$ cat src/rtl/dma_channel_scheduler_if.sv
// dma_channel_scheduler_if: config, device handshake and DMA load bus of the channel scheduler
interface dma_channel_scheduler_if #(
    parameter int ADDR_W = 10,
    parameter int CNT_W  = 10
);
    logic              cfg_we;
    logic [1:0]        cfg_ch;
    logic [ADDR_W-1:0] cfg_dram_addr;
    logic [ADDR_W-1:0] cfg_io_addr;
    logic [CNT_W-1:0]  cfg_count;
    logic              cfg_dir;
    logic [3:0]        DREQ;
    logic              HLDA;
    logic              EOP;
    logic              HRQ;
    logic [3:0]        DACK;
    logic              update;
    logic [ADDR_W-1:0] DRAM_startingAddress;
    logic [ADDR_W-1:0] IO_startingAddress;
    logic [CNT_W-1:0]  addressCounter;
    logic              IOR;
    logic              IOW;
    logic              busy;
    logic [3:0]        done;
    logic              cfg_err;

    modport master (
        output cfg_we, cfg_ch, cfg_dram_addr, cfg_io_addr, cfg_count, cfg_dir, DREQ, HLDA, EOP,
        input  HRQ, DACK, update, DRAM_startingAddress, IO_startingAddress, addressCounter,
               IOR, IOW, busy, done, cfg_err
    );

    modport slave (
        input  cfg_we, cfg_ch, cfg_dram_addr, cfg_io_addr, cfg_count, cfg_dir, DREQ, HLDA, EOP,
        output HRQ, DACK, update, DRAM_startingAddress, IO_startingAddress, addressCounter,
               IOR, IOW, busy, done, cfg_err
    );
endinterface

$ cat src/rtl/dma_channel_scheduler.sv
// dma_channel_scheduler: four-channel round-robin DREQ arbiter that acquires the bus and loads the DMA
module dma_channel_scheduler #(
    parameter int NUM_CH = 4,
    parameter int ADDR_W = 10,
    parameter int CNT_W  = 10
) (
    input logic CLK,
    input logic RST,
    dma_channel_scheduler_if.slave bus
);
    typedef enum logic [2:0] {IDLE, REQ, LOAD, XFER, REL} state_t;

    state_t            state, state_n;
    logic [ADDR_W-1:0] dram_q [NUM_CH];
    logic [ADDR_W-1:0] io_q [NUM_CH];
    logic [CNT_W-1:0]  cnt_q [NUM_CH];
    logic [NUM_CH-1:0] dir_q, armed, eligible, done_p;
    logic [1:0]        ptr, act, win;
    logic              found, fin, abort, rej, err_p;

    assign eligible = bus.DREQ & armed;

    always_comb begin
        win = ptr;
        found = 1'b0;
        for (int k = 0; k < NUM_CH; k++) begin
            if (!found && eligible[ptr + 2'(k)]) begin
                win = ptr + 2'(k);
                found = 1'b1;
            end
        end
    end

    always_ff @(posedge CLK or posedge RST) begin
        if (RST) state <= IDLE;
        else state <= state_n;
    end

    // EOP wins over a simultaneous HLDA drop, so abort only fires without EOP
    always_comb begin
        state_n = state;
        fin = 1'b0;
        abort = 1'b0;
        case (state)
            IDLE: state_n = found ? REQ : IDLE;
            REQ:  state_n = bus.HLDA ? LOAD : REQ;
            LOAD: state_n = XFER;
            XFER: begin
                fin = bus.EOP;
                abort = !bus.EOP && !bus.HLDA;
                state_n = (fin || abort) ? REL : XFER;
            end
            REL:  state_n = bus.HLDA ? REL : IDLE;
            default: state_n = IDLE;
        endcase
    end

    // a write racing the completing EOP re-arms the channel instead of being rejected
    assign rej = bus.cfg_we && state != IDLE && bus.cfg_ch == act && !fin;

    always_ff @(posedge CLK or posedge RST) begin
        if (RST) begin
            ptr <= '0;
            act <= '0;
            armed <= '0;
            dir_q <= '0;
            done_p <= '0;
            err_p <= 1'b0;
            for (int i = 0; i < NUM_CH; i++) begin
                dram_q[i] <= '0;
                io_q[i] <= '0;
                cnt_q[i] <= '0;
            end
        end else begin
            done_p <= fin ? NUM_CH'(1) << act : '0;
            err_p <= rej || abort;
            if (state == IDLE && found) begin
                act <= win;
                ptr <= win + 2'd1;
            end
            if (fin) armed[act] <= 1'b0;
            if (bus.cfg_we && !rej) begin
                armed[bus.cfg_ch] <= bus.cfg_count != '0;
                dram_q[bus.cfg_ch] <= bus.cfg_dram_addr;
                io_q[bus.cfg_ch] <= bus.cfg_io_addr;
                cnt_q[bus.cfg_ch] <= bus.cfg_count;
                dir_q[bus.cfg_ch] <= bus.cfg_dir;
            end
        end
    end

    always_ff @(posedge CLK or posedge RST) begin
        if (RST) begin
            bus.HRQ <= 1'b0;
            bus.DACK <= '0;
            bus.update <= 1'b0;
            bus.busy <= 1'b0;
            bus.done <= '0;
            bus.cfg_err <= 1'b0;
            bus.IOR <= 1'b0;
            bus.IOW <= 1'b0;
            bus.DRAM_startingAddress <= '0;
            bus.IO_startingAddress <= '0;
            bus.addressCounter <= '0;
        end else begin
            bus.HRQ <= state == REQ || state == LOAD || state == XFER;
            bus.DACK <= state == XFER ? NUM_CH'(1) << act : '0;
            bus.update <= state == LOAD;
            bus.busy <= state != IDLE;
            bus.done <= done_p;
            bus.cfg_err <= err_p;
            bus.IOR <= state == LOAD ? dir_q[act] : state == XFER && bus.IOR;
            bus.IOW <= state == LOAD ? !dir_q[act] : state == XFER && bus.IOW;
            if (state == LOAD) begin
                bus.DRAM_startingAddress <= dram_q[act];
                bus.IO_startingAddress <= io_q[act];
                bus.addressCounter <= cnt_q[act];
            end
        end
    end
endmodule

$ cat src/flat_wrapper.sv
// flat-port wrapper written by rule: the top's interface ports become plain ports
module dma_channel_scheduler_flat 
#(
    parameter int NUM_CH = 4,
    parameter int ADDR_W = 10,
    parameter int CNT_W  = 10
)
  (CLK, RST, bus_cfg_we, bus_cfg_ch, bus_cfg_dram_addr, bus_cfg_io_addr, bus_cfg_count, bus_cfg_dir, bus_DREQ, bus_HLDA, bus_EOP, bus_HRQ, bus_DACK, bus_update, bus_DRAM_startingAddress, bus_IO_startingAddress, bus_addressCounter, bus_IOR, bus_IOW, bus_busy, bus_done, bus_cfg_err);
  dma_channel_scheduler_if #(.ADDR_W(ADDR_W), .CNT_W(CNT_W)) bus_i ();
  input logic CLK;
  input logic RST;
  input wire logic [$bits(bus_i.cfg_we)-1:0] bus_cfg_we;
  input wire logic [$bits(bus_i.cfg_ch)-1:0] bus_cfg_ch;
  input wire logic [$bits(bus_i.cfg_dram_addr)-1:0] bus_cfg_dram_addr;
  input wire logic [$bits(bus_i.cfg_io_addr)-1:0] bus_cfg_io_addr;
  input wire logic [$bits(bus_i.cfg_count)-1:0] bus_cfg_count;
  input wire logic [$bits(bus_i.cfg_dir)-1:0] bus_cfg_dir;
  input wire logic [$bits(bus_i.DREQ)-1:0] bus_DREQ;
  input wire logic [$bits(bus_i.HLDA)-1:0] bus_HLDA;
  input wire logic [$bits(bus_i.EOP)-1:0] bus_EOP;
  output wire logic [$bits(bus_i.HRQ)-1:0] bus_HRQ;
  output wire logic [$bits(bus_i.DACK)-1:0] bus_DACK;
  output wire logic [$bits(bus_i.update)-1:0] bus_update;
  output wire logic [$bits(bus_i.DRAM_startingAddress)-1:0] bus_DRAM_startingAddress;
  output wire logic [$bits(bus_i.IO_startingAddress)-1:0] bus_IO_startingAddress;
  output wire logic [$bits(bus_i.addressCounter)-1:0] bus_addressCounter;
  output wire logic [$bits(bus_i.IOR)-1:0] bus_IOR;
  output wire logic [$bits(bus_i.IOW)-1:0] bus_IOW;
  output wire logic [$bits(bus_i.busy)-1:0] bus_busy;
  output wire logic [$bits(bus_i.done)-1:0] bus_done;
  output wire logic [$bits(bus_i.cfg_err)-1:0] bus_cfg_err;
  assign bus_i.cfg_we = bus_cfg_we;
  assign bus_i.cfg_ch = bus_cfg_ch;
  assign bus_i.cfg_dram_addr = bus_cfg_dram_addr;
  assign bus_i.cfg_io_addr = bus_cfg_io_addr;
  assign bus_i.cfg_count = bus_cfg_count;
  assign bus_i.cfg_dir = bus_cfg_dir;
  assign bus_i.DREQ = bus_DREQ;
  assign bus_i.HLDA = bus_HLDA;
  assign bus_i.EOP = bus_EOP;
  assign bus_HRQ = bus_i.HRQ;
  assign bus_DACK = bus_i.DACK;
  assign bus_update = bus_i.update;
  assign bus_DRAM_startingAddress = bus_i.DRAM_startingAddress;
  assign bus_IO_startingAddress = bus_i.IO_startingAddress;
  assign bus_addressCounter = bus_i.addressCounter;
  assign bus_IOR = bus_i.IOR;
  assign bus_IOW = bus_i.IOW;
  assign bus_busy = bus_i.busy;
  assign bus_done = bus_i.done;
  assign bus_cfg_err = bus_i.cfg_err;
  dma_channel_scheduler #(.NUM_CH(NUM_CH), .ADDR_W(ADDR_W), .CNT_W(CNT_W)) u_core (.CLK(CLK), .RST(RST), .bus(bus_i));
endmodule
$ cat config.mk
export PLATFORM = sky130hd
export DESIGN_NAME = dma_channel_scheduler_flat
export DESIGN_NICKNAME = d
export VERILOG_FILES = /design/src/rtl/dma_channel_scheduler_if.sv /design/src/rtl/dma_channel_scheduler.sv /design/src/flat_wrapper.sv
export SDC_FILE = /design/constraint.sdc
export NUM_CORES = 1
export LEC_CHECK = 0
export CAP_MARGIN = 20
export CORE_MARGIN = 8
export CORE_UTILIZATION = 51
export DETAILED_ROUTE_END_ITERATION = 10
export GPL_TIMING_DRIVEN = 0
export PLACE_DENSITY = 0.77
export SLEW_MARGIN = 20
export SYNTH_ARGS = -nofsm -noshare
export SYNTH_HDL_FRONTEND = slang
export SYNTH_SLANG_ARGS = --single-unit
$ cat constraint.sdc
create_clock -name CLK -period 10.6 [get_ports CLK]
set_input_delay 2.12 -clock CLK [delete_from_list [all_inputs] [get_ports CLK]]
set_output_delay 2.12 -clock CLK [all_outputs]
set_load 0.1 [all_outputs]
==> reports/metrics.yaml <==
clockRootBuffer: "clkbuf_16"
syn_area_sq_mm: 0.007931
synth_seq_cells: 184
clock_sinks: 184
fmax_ghz: 0.2434
drt_iter0_markers: 179
ys.flop_type: "dfrtp_1"
worst_r2r_endpoint: "u_core.bus.IO_startingAddress[4]$_DFFE_PP0P_"
placed_area_sq_mm: 0.009057
final-setup-viol-count: 0
dr.pass1.iters: 4
worstSetupPathType: "flip-flop to output pin"
setup_tns_ps: 0
yosys.area.top_type: "dfrtp_1"
clock_latency_ps: 440
synthCells: 487
clock-skew-final_ps: 11.08
io_pins: 86
core_sq_mm: 0.01520
yosysUniqueCellTypes: 43
outcome: "finished, final reports clean"
layout.nets: 634
min_to: "u_core.bus.cfg_err$_DFF_PP0_"
diodes: 0
vias: 4562
placedCellCount: 761
power-per-cell-area_mw_per_mm2: 354.6
yosysWarnings: 0
track_usage_pct: 17.62
post-route-min-period_ps: 4109
worst-path-buf-inv: 1
critPathCaptureType: "output pin"
die_h_um: 140.7
cts_tree: "yes"
tightestPinTransition_ps: 988.0
async_reset_ff_share_pct: 100.0
finalHoldViolCount: 0
portBuffers: 85
slew_headroom_pct: 33.92
utilization_pct: 63.60
antenna_left: 0
place_congestion: 0.7896
cts_max_path_buffers: 2
finalPower_mw: 3.429
cts_max_level: 4
hp-start: "u_core.err_p$_DFF_PP0_"
postCtsSetupBuffers: 0
final_cells: 791
postLayoutCellArea_sq_mm: 0.009668
die-area_sq_mm: 0.01980
routed_via_density: 5.767
grt_overflow: 0
crit_family: "buffers and inverters"
yosysTopAreaCellShare_pct: 58.05
die_w_um: 140.7
routedWlPerCell_um: 21.02
fin_ws_ps: 6491
r2r-start: "u_core.act[1]$_DFFE_PP0P_"
worstPathArrival_ps: 1990
cp_max_fo: 2
maxCapViolations: 0
power.leakage_nw: 4.084
cp_cell_sequence: "clkdlybuf4s50_1"
hold_depth: 0
synth_edf_count: 0
grt_max_degree: 100
routed_wl_mm: 16.63
min_path_type: "flip-flop to flip-flop"
r2r_slack_ps: 8220
post-place-ws_ps: 6142
ir_drop_uv: 221.9
cpMaxStageDelayCell: "clkdlybuf4s50_1"
grt_antenna_before_repair: 0
synth_nets: 529
drive_above_1_share_pct: 40.30
area_growth_pct: 21.90
critPathLaunchType: "flip-flop"
grt_pass1_vias: 5105
rows: 45
worstRegToRegCells: 4
slowest_delay_ps: 1160
clk_pin_slew_ps: 60
cts-resized-gates: 0
cts-buffers-inserted: 17
dpl.hpwl_mm: 11.30
synth.yosys.seq_area_share_pct: 58.05
finalMaxSlewViolations: 0
start_util_pct: 52.17
required_ps: 8480
drcViolationCount: 0
period_share_pct: 38.76
avgSynthCellArea_sq_um: 16.29
rsz0062_at_grt: "no"
grt_pass1_wl_mm: 26.95
postCtsHoldBufs: 0
whs_ps: 346.8
yosys-top-cells-area: "dfrtp_1 (58%), mux2_2 (18%), mux4_2 (8.8%)"
==> cells in the mapped netlist (2+ instances only) <==
master	n
dfrtp_1	184
mux2_2	126
mux4_2	31
mux2_4	29
nor2_1	11
buf_4	9
nand2_1	9
o21ai_0	8
buf_2	6
buf_6	6
inv_1	6
nand3b_1	6
a21oi_1	5
and3_1	3
and3b_1	3
buf_1	3
clkbuf_1	3
nand2b_1	3
nand3_1	3
nor3_1	3
o311ai_2	3
a21o_1	2
and2_1	2
nand4_1	2
or4_1	2
xnor2_1	2
==> final cells by class <==
cell class | instances | area (sq um)
buffer | 27 | 187.7
clock buffer | 22 | 464.2
clock inverter | 8 | 146.4
fill | 1101 | 5534
inverter | 6 | 30.03
multi-input combinational | 270 | 3122
sequential | 184 | 4604
tap | 188 | 235.2
timing repair buffer | 86 | 878.3
==> how the worst max path moves through the flow <==
stage                                                endpoint  cells after the start                                startpoint
2_1_floorplan                       u_core.act[0]$_DFFE_PP0P_                      1                                       RST
3_3_place_gp   u_core.bus.DRAM_startingAddress[9]$_DFFE_PP0P_                      2                                       RST
3_5_place_dp                      u_core.io_q[23]$_DFFE_PP0P_                      6                                   bus_EOP
4_1_cts                                 bus_addressCounter[8]                      1  u_core.bus.addressCounter[8]$_DFFE_PP0P_
5_1_grt                                 bus_addressCounter[8]                      1  u_core.bus.addressCounter[8]$_DFFE_PP0P_
6_report                                bus_addressCounter[8]                      1  u_core.bus.addressCounter[8]$_DFFE_PP0P_
==> routing by layer <==
| metal | up-vias | GRT usage (%) | part of all wire [%] |
|---|---|---|---|
| li1 | 2016 | - | - |
| met1 | 2434 | 22.00 | 44 |
| met2 | 94 | 29.21 | 50 |
| met3 | 18 | 4.862 | 4.4 |
| met4 | 0 | 5.713 | 1.2 |
| met5 | - | 0 | 0 |
==> layout by cell type (no fill, tap or decap), types with 3 or more instances in the layout <==
cell             count
a21oi_1              5
and3_1               3
and3b_1              3
buf_1                3
buf_2                6
buf_4                9
buf_6                6
bufinv_16            4
clkbuf_1             6
clkbuf_16           17
clkdlybuf4s50_1     85
dfrtp_1            184
inv_1                5
mux2_2             126
mux2_4              29
mux4_2              31
nand2_1              9
nand2b_1             3
nand3_1              3
nand3b_1             6
nor2_1              11
nor3_1               3
o21ai_0              8
o311ai_2             3
==> cells by family (layout without fill, tap and decap cells) <==
logic type	count (synthesis)	count (layout)	synth area share, %
multiplexers	187	187	32.31
flip-flops	184	184	58.05
AND/OR/NAND/NOR	52	52	3.644
buffers and inverters	33	149	2.650
AO/OA/AOI/OAI	29	29	3.124
XOR/XNOR	2	2	0.2209
==> state kept, by name (all words and copies together) (netlist names), 3 cells and up <==
register,count
u_core.cnt_q,40
u_core.io_q,40
u_core.dir_q,4
u_core.bus.IO_startingAddress,10
u_core.bus.done,4
u_core.state,3
u_core.bus.addressCounter,10
u_core.armed,4
u_core.dram_q,40
u_core.done_p,4
u_core.bus.DACK,4
u_core.bus.DRAM_startingAddress,10
==> report_power, final <==
part / switching [mW] / leakage (nW) / internal, mW / total, mW
Clock: 0.256 / 0.296 / 0.404 / 0.660
Sequential: 0.170 / 2.21 / 1.02 / 1.19
Combinational: 0.922 / 1.58 / 0.659 / 1.58
No activity file was read; power rests on OpenSTA's default activity.
